--- src/rtl/mouse_packet.sv ---
// PS/2 mouse packet assembler: collects the three-byte movement packet, decodes
// buttons/signs/movement with overflow saturation, and publishes it with a dav level.
module mouse_packet #(
  parameter int TIMEOUT_CYCLES = 1250000,
  parameter int DAV_CYCLES     = 4
) (
  input  logic       clock,
  input  logic       reset,
  input  logic [7:0] rxbyte,
  input  logic       rxvalid,
  input  logic       rxerror,
  output logic [1:0] button,
  output logic [1:0] sign,
  output logic [7:0] mousexdata,
  output logic [7:0] mouseydata,
  output logic       dav,
  output logic       perr
);

  localparam logic [1:0] IDLE_B0 = 2'd0;
  localparam logic [1:0] GET_B1  = 2'd1;
  localparam logic [1:0] GET_B2  = 2'd2;

  localparam int GW = $clog2(TIMEOUT_CYCLES + 1);
  localparam int DW = $clog2(DAV_CYCLES + 1);
  localparam logic [GW-1:0] GAP_LAST = GW'(TIMEOUT_CYCLES - 1);
  localparam logic [DW-1:0] DAV_LAST = DW'(DAV_CYCLES - 1);

  logic [1:0]    r_state;
  logic [GW-1:0] r_gap;
  // Header byte kept as {yOvf, xOvf, ySign, xSign, right, left}
  logic [5:0]    r_hdr;
  logic [7:0]    r_xByte;
  logic [DW-1:0] r_davCnt;
  logic          r_davPending;

  logic       w_complete;
  logic [7:0] w_xOut;
  logic [7:0] w_yOut;

  assign w_complete = (r_state == GET_B2) && rxvalid && !rxerror;

  // Overflow saturates to magnitude 255; the unrepresentable -256 also becomes -255
  always_comb begin
    w_xOut = r_xByte;
    if (r_hdr[4])
      w_xOut = r_hdr[2] ? 8'h01 : 8'hFF;
    else if (r_hdr[2] && (r_xByte == 8'h00))
      w_xOut = 8'h01;

    w_yOut = rxbyte;
    if (r_hdr[5])
      w_yOut = r_hdr[3] ? 8'h01 : 8'hFF;
    else if (r_hdr[3] && (rxbyte == 8'h00))
      w_yOut = 8'h01;
  end

  always_ff @(posedge clock) begin
    if (reset) begin
      r_state <= IDLE_B0;
      r_gap   <= '0;
      r_hdr   <= '0;
      r_xByte <= '0;
      perr    <= 1'b0;
    end else begin
      perr <= 1'b0;
      if (rxerror) begin
        r_state <= IDLE_B0;
        r_gap   <= '0;
        perr    <= 1'b1;
      end else begin
        case (r_state)
          IDLE_B0: begin
            r_gap <= '0;
            if (rxvalid) begin
              if (rxbyte[3]) begin
                r_hdr   <= {rxbyte[7:4], rxbyte[1:0]};
                r_state <= GET_B1;
              end else begin
                perr <= 1'b1;
              end
            end
          end
          GET_B1, GET_B2: begin
            if (rxvalid) begin
              r_gap <= '0;
              if (r_state == GET_B1) begin
                r_xByte <= rxbyte;
                r_state <= GET_B2;
              end else begin
                r_state <= IDLE_B0;
              end
            end else if (r_gap == GAP_LAST) begin
              r_gap   <= '0;
              r_state <= IDLE_B0;
              perr    <= 1'b1;
            end else begin
              r_gap <= r_gap + 1'b1;
            end
          end
          default: begin
            r_state <= IDLE_B0;
            r_gap   <= '0;
          end
        endcase
      end
    end
  end

  // A packet landing while dav is high drops dav for one clock so the consumer sees a new edge
  always_ff @(posedge clock) begin
    if (reset) begin
      button       <= '0;
      sign         <= '0;
      mousexdata   <= '0;
      mouseydata   <= '0;
      dav          <= 1'b0;
      r_davCnt     <= '0;
      r_davPending <= 1'b0;
    end else begin
      if (w_complete) begin
        button     <= r_hdr[1:0];
        sign       <= {r_hdr[2], r_hdr[3]};
        mousexdata <= w_xOut;
        mouseydata <= w_yOut;
      end
      if (w_complete && dav) begin
        dav          <= 1'b0;
        r_davPending <= 1'b1;
      end else if (w_complete || r_davPending) begin
        dav          <= 1'b1;
        r_davCnt     <= DAV_LAST;
        r_davPending <= 1'b0;
      end else if (dav) begin
        if (r_davCnt == '0)
          dav <= 1'b0;
        else
          r_davCnt <= r_davCnt - 1'b1;
      end
    end
  end

endmodule

--- config.mk ---
export PLATFORM = sky130hd
export DESIGN_NAME = mouse_packet
export DESIGN_NICKNAME = d
export VERILOG_FILES = /design/src/rtl/mouse_packet.sv
export SDC_FILE = /design/constraint.sdc
export NUM_CORES = 1
export LEC_CHECK = 0
export CAP_MARGIN = 10
export CORE_MARGIN = 4
export CORE_UTILIZATION = 47
export CTS_CLUSTER_DIAMETER = 150
export DETAILED_ROUTE_END_ITERATION = 8
export PLACE_DENSITY = 0.66
export REMOVE_ABC_BUFFERS = 1
export SLEW_MARGIN = 20
export SYNTH_ARGS = -nofsm -noshare
export SYNTH_HDL_FRONTEND = slang
export SYNTH_SLANG_ARGS = --single-unit
--- constraint.sdc ---
create_clock -name clock -period 2.3 [get_ports clock]
set_clock_uncertainty 0.1 [all_clocks]
set_input_delay 0.23 -clock clock [delete_from_list [all_inputs] [get_ports clock]]
set_output_delay 0.23 -clock clock [all_outputs]
set_load 0.02 [all_outputs]
# Word-level counts from Yosys, hierarchy flattened
# Index checks and enable logic that the tools add are counted.
totals:
  ff_bits: 63
  inputBits: 12
  elab_cells: 71
op_classes:
  n_eq_ne: 7
  n_addsub: 2
  n_mux: 26
  n_bitwise: 3
  reduce_logical: 21
op_table:
  columns: ["cell", "n"]
  rows:
  - ["$mux W8", 6]
  - ["$add A21 B1 Y21 const B", 1]
  - ["$eq A21 B21 Y1 const B", 1]
  - ["$logic_not A8 Y1", 2]
  - ["$mux W1", 10]
  - ["$mux W2", 5]
  - ["$mux W3", 3]
  - ["$reduce_and A4 Y1", 2]
  - ["$ne A2 B2 Y1 const B", 3]
  - ["$reduce_and A3 Y1", 2]
  - ["$reduce_or A2 Y1", 3]
  - ["$logic_and A1 B1 Y1", 5]
  - ["$reduce_or A5 Y1", 1]
  - ["$pmux W2 S2", 1]
  - ["$reduce_bool A2 Y1", 2]
  - ["$logic_not A3 Y1", 1]
  - ["$ne A3 B3 Y1 const B", 1]
  - ["$not A1 Y1", 3]
  - ["$sub A3 B1 Y3 const B", 1]
  - ["$eq A2 B1 Y1 const B", 1]
  - ["$eq A2 B2 Y1 const B", 1]
  - ["$logic_not A2 Y1", 1]
  - ["$pmux W1 S2", 1]
  - ["$logic_not A1 Y1", 1]
  - ["$logic_or A1 B1 Y1", 1]

# Longest topological paths before layout
logic_depth:
  depth_word: 6
  ltp_mapped: 8

# Worst setup path after synthesis
# OpenSTA, ideal clock, no wires.
synth_timing:
  path_type: "register to register"
  start: "register r_gap[0]"
  end: "register r_gap[17]"
  t_required_ps: 2130
  path_stages_with_launch: 8
  setup_slack_ps: 531
  n_path_buf: 2
  arrival_ps: 1599
  setup_ps: 70
  path_cell_list: "dfxtp_1 -> ha_1 -> buf_2 -> nand3_1 -> nor4_2 -> a2111o_2 -> buf_4 -> a21oi_1"
synth_via:
  elab_chain_len: 2
  word_cells_on_any_way: 3
  classes_between: "add/sub (1); eq/ne (1); reduce/logical (1)"
synth_rtl:
  columns: ["element", "line", "rtl"]
  rows:
  - ["start: declaration", "30", "logic [GW-1:0] r_gap;"]
  - ["start signal: assignment", "98", "r_gap <= r_gap + 1'b1;"]
  - ["parallel branches: the longest is 2 deep, another holds $add A21 B1 Y21", null, null]
# Parallel ways; which one is timed is not known.
# A chain may end at the register's enable or synchronous reset.

# Worst setup path after layout
layout_timing:
  start: "register r_gap[14]"
  end: "register r_state[1]"
layout_via:
  elab_chain_len: 3
layout_rtl:
  columns: ["element", "line", "rtl"]
  rows:
  - ["$eq A21 B21 Y1", "93", "end else if (r_gap == GAP_LAST) begin"]
  - ["$ne A3 B3 Y1 (no line)", null, null]
  - ["$reduce_and A3 Y1 (no line)", null, null]
  - ["end signal: assignment", "91", "r_state <= IDLE_B0;"]
  - ["end signal: assignment", "95", "r_state <= IDLE_B0;"]
  - ["end signal: assignment", "102", "r_state <= IDLE_B0;"]
  - ["end: declaration", "29", "logic [1:0] r_state;"]
# Every way passes these cells.

==> results.sh <==
export IMPL_critPathLaunchType="flop"
export IMPL_synth_edf_count=0
export IMPL_grt_pass1_vias=2127
export IMPL_clock_sinks=63
export IMPL_cts_buffer_depth=2
export IMPL_dp_final_hpwl_mm=3.947
export IMPL_areaGrowthSynthToFinish_pct=19.20
export IMPL_rr_startpoint="r_gap[14]"
export IMPL_worst_ir_drop_vdd_mv=0.3039
export IMPL_drv_cap=0
export IMPL_critPathArrivalTime_ns=2.01
export IMPL_rows=27
export IMPL_ys_flop_type="dfxtp_1"
export IMPL_synthMostInstantiatedCell="dfxtp_1"
export IMPL_drv_slew=0
export IMPL_avgSynthCellArea_um2=8.861
export IMPL_power_total_mw=2.037
export IMPL_core_area_mm2=0.005642
export IMPL_cts_setup_buffers=0
export IMPL_die_area_mm2=0.007277
export IMPL_clk_pin_slew_ns=0.07
export IMPL_cts_root_buf="clkbuf_8"
export IMPL_fmax_mhz=522.3
export IMPL_grt_pass1_wl_mm=9.860
export IMPL_seq_area_frac_synth_pct=44.90
export IMPL_synth_common_cells="dfxtp_1 (63), nor2_1 (39), a21oi_1 (32)"
export IMPL_tightest_slew_ns=0.4754
export IMPL_synth_area_mm2=0.002809
export IMPL_synth_top_cells_by_area="dfxtp_1 (45%), a21oi_1 (5.7%), nor2_1 (5.2%)"
export IMPL_dpl_instance_area_mm2=0.003173
export IMPL_antennaDiodeCount=0
export IMPL_drc_errors=0
export IMPL_wl_per_cell_um=13.16
export IMPL_dr_first_iter_drc_count=107
export IMPL_period_share_pct=83.24
export IMPL_cts_resized=0
export IMPL_setup_viol=0
export IMPL_p_leak_nw=1.150
export IMPL_async_reset_ff_share_pct=0
export IMPL_cts_buffers=9
export IMPL_die_x_um=85.31
export IMPL_numPortBuffers=33
export IMPL_path_max_fanout=22
export IMPL_final_hold_violation_count=0
export IMPL_grt_antenna_before_repair=0
export IMPL_synth_cells=317
export IMPL_nFillCells=498
export IMPL_overflow=0
export IMPL_crit_type="reg2reg"
export IMPL_start_util_pct=49.79
export IMPL_hold_path_class="reg2reg"
export IMPL_tritoncts="done"
export IMPL_clk_latency_ns=0.33
export IMPL_synth_top_area_share_pct=44.90
export IMPL_design_area_mm2=0.003348
export IMPL_critPathCaptureType="flop"
export IMPL_ys_warn_count=0
export IMPL_r2r_cells=4
export IMPL_grt_max_degree=43
export IMPL_wl_mm=5.579
export IMPL_gp_congestion=0.7881
export IMPL_synthDistinctLibCells=47
export IMPL_ys_seq_elements=63
export IMPL_finalNetCount=366
export IMPL_run_status="completed"
export IMPL_postRouteAntennaNets=0
export IMPL_layout_drive_gt1_share_pct=8.239
export IMPL_fin_crit_ns=1.915
export IMPL_whs_endpoint="r_gap[0]"
export IMPL_min_delay_path_depth=1
export IMPL_drt_first_pass_iters=4
export IMPL_hp_start="r_gap[0]"
export IMPL_pwr_density_cell_mw_per_mm2=608.5
export IMPL_rsz0062_at_grt="false"
export IMPL_rrSetupSlack_ns=0.39
export IMPL_cts_hold_buf=0
export IMPL_rr_endpoint="r_state[1]"
export IMPL_pin_count=34
export IMPL_gr_usage_all_layers_pct=16.45
export IMPL_dieHeight_um=85.31
export IMPL_finalSetupTns_ns=0
export IMPL_htree_levels=3
export IMPL_viasPerCell=5.368
export IMPL_synth_top_area_cell="dfxtp_1"
export IMPL_relSlewSlack_pct=67.49
export IMPL_cp_required_ns=2.40
export IMPL_num_vias=2276
[stage by stage]
step                utilization [%]  hold WS, ns  cells  worst slack (ns)
finish                        59.35       0.3376    424            0.3855
global route                  59.35       0.3707    424            0.2824
CTS                           59.35       0.3394    424            0.3562
detailed placement            56.24       0.3297    408            0.2670
global placement              56.24       0.3252    408            0.2680
floorplan                         -       0.1991    297            0.3839
[area by class of cell]
type | instances | area [µm²] | area share, %
clock buffer | 12 | 155.1 | 4.634
multi-input combinational | 223 | 1393 | 41.59
inverter | 11 | 41.29 | 1.233
tap | 72 | 90.09 | 2.691
timing repair buffer | 39 | 387.9 | 11.58
sequential | 63 | 1261 | 37.67
clock inverter | 4 | 20.02 | 0.5979
[placed cells by master (no fill, tap or decap), types with 4 or more instances in the layout]
| cell type | n |
|---|---|
| dfxtp_1 | 63 |
| nor2_1 | 39 |
| clkdlybuf4s50_1 | 33 |
| a21oi_1 | 32 |
| nand2_1 | 29 |
| nand3_1 | 13 |
| xor2_1 | 12 |
| inv_1 | 11 |
| clkbuf_8 | 11 |
| a211oi_1 | 10 |
| mux2i_1 | 9 |
| nand4_1 | 8 |
| ha_1 | 7 |
| o211ai_1 | 6 |
| buf_4 | 5 |
| or4_1 | 4 |
| and2_1 | 4 |
| o31ai_1 | 4 |
| clkinv_2 | 4 |
[state kept, by name, summed over array words and instances, names as in the netlist]
| signal | flops |
|---|---|
| sign | 2 |
| r_gap | 21 |
| r_hdr | 6 |
| r_davCnt | 3 |
| r_davPending | 1 |
| r_xByte | 8 |
| mouseydata | 8 |
| perr | 1 |
| dav | 1 |
| mousexdata | 8 |
| r_state | 2 |
| button | 2 |
[logic make-up (layout without fill, tap and decap cells)]
family	after synthesis	in the layout	synth area share (%)
AND/OR/NAND/NOR	127	127	24.10
AO/OA/AOI/OAI	67	67	15.10
flip-flops	63	63	44.90
buffers and inverters	31	66	5.523
XOR/XNOR	13	13	4.053
multiplexers	9	9	3.207
adder cells (fa/ha/maj)	7	7	3.118
[where the power goes]
group / switching (mW) / internal, mW / total [mW]
Combinational: 0.0486 / 0.0377 / 0.0863
Clock: 0.405 / 0.443 / 0.848
Sequential: 0.00571 / 1.10 / 1.10
Total: 0.460 / 1.58 / 2.04
[worst max-delay path: stages (launching register included)]
cell      delay [ns]
dfxtp_1         0.35
or4_1           0.55
nor4_2          0.20
a2111o_2        0.44
o32ai_1         0.15
[worst max path at each step]
stage                     to       start  cells past startpoint
6_report          r_state[1]   r_gap[14]                      4
5_1_grt           r_state[1]   r_gap[14]                      4
4_1_cts           r_state[1]   r_gap[14]                      4
3_5_place_dp   mousexdata[0]     rxvalid                      5
3_3_place_gp   mouseydata[0]     rxvalid                      5
2_1_floorplan    r_davCnt[0]  r_state[0]                      6
[layer usage]
metal | track usage (%) | wire (µm) | vias up
met1 | 22.95 | 2860 | 1051
met3 | 3.301 | 180 | 10
met4 | 7.338 | 108 | 0
met5 | 0 | 0 | -
met2 | 24.44 | 2430 | 26
li1 | - | - | 1189
No activity file was read; power rests on OpenSTA's default activity.
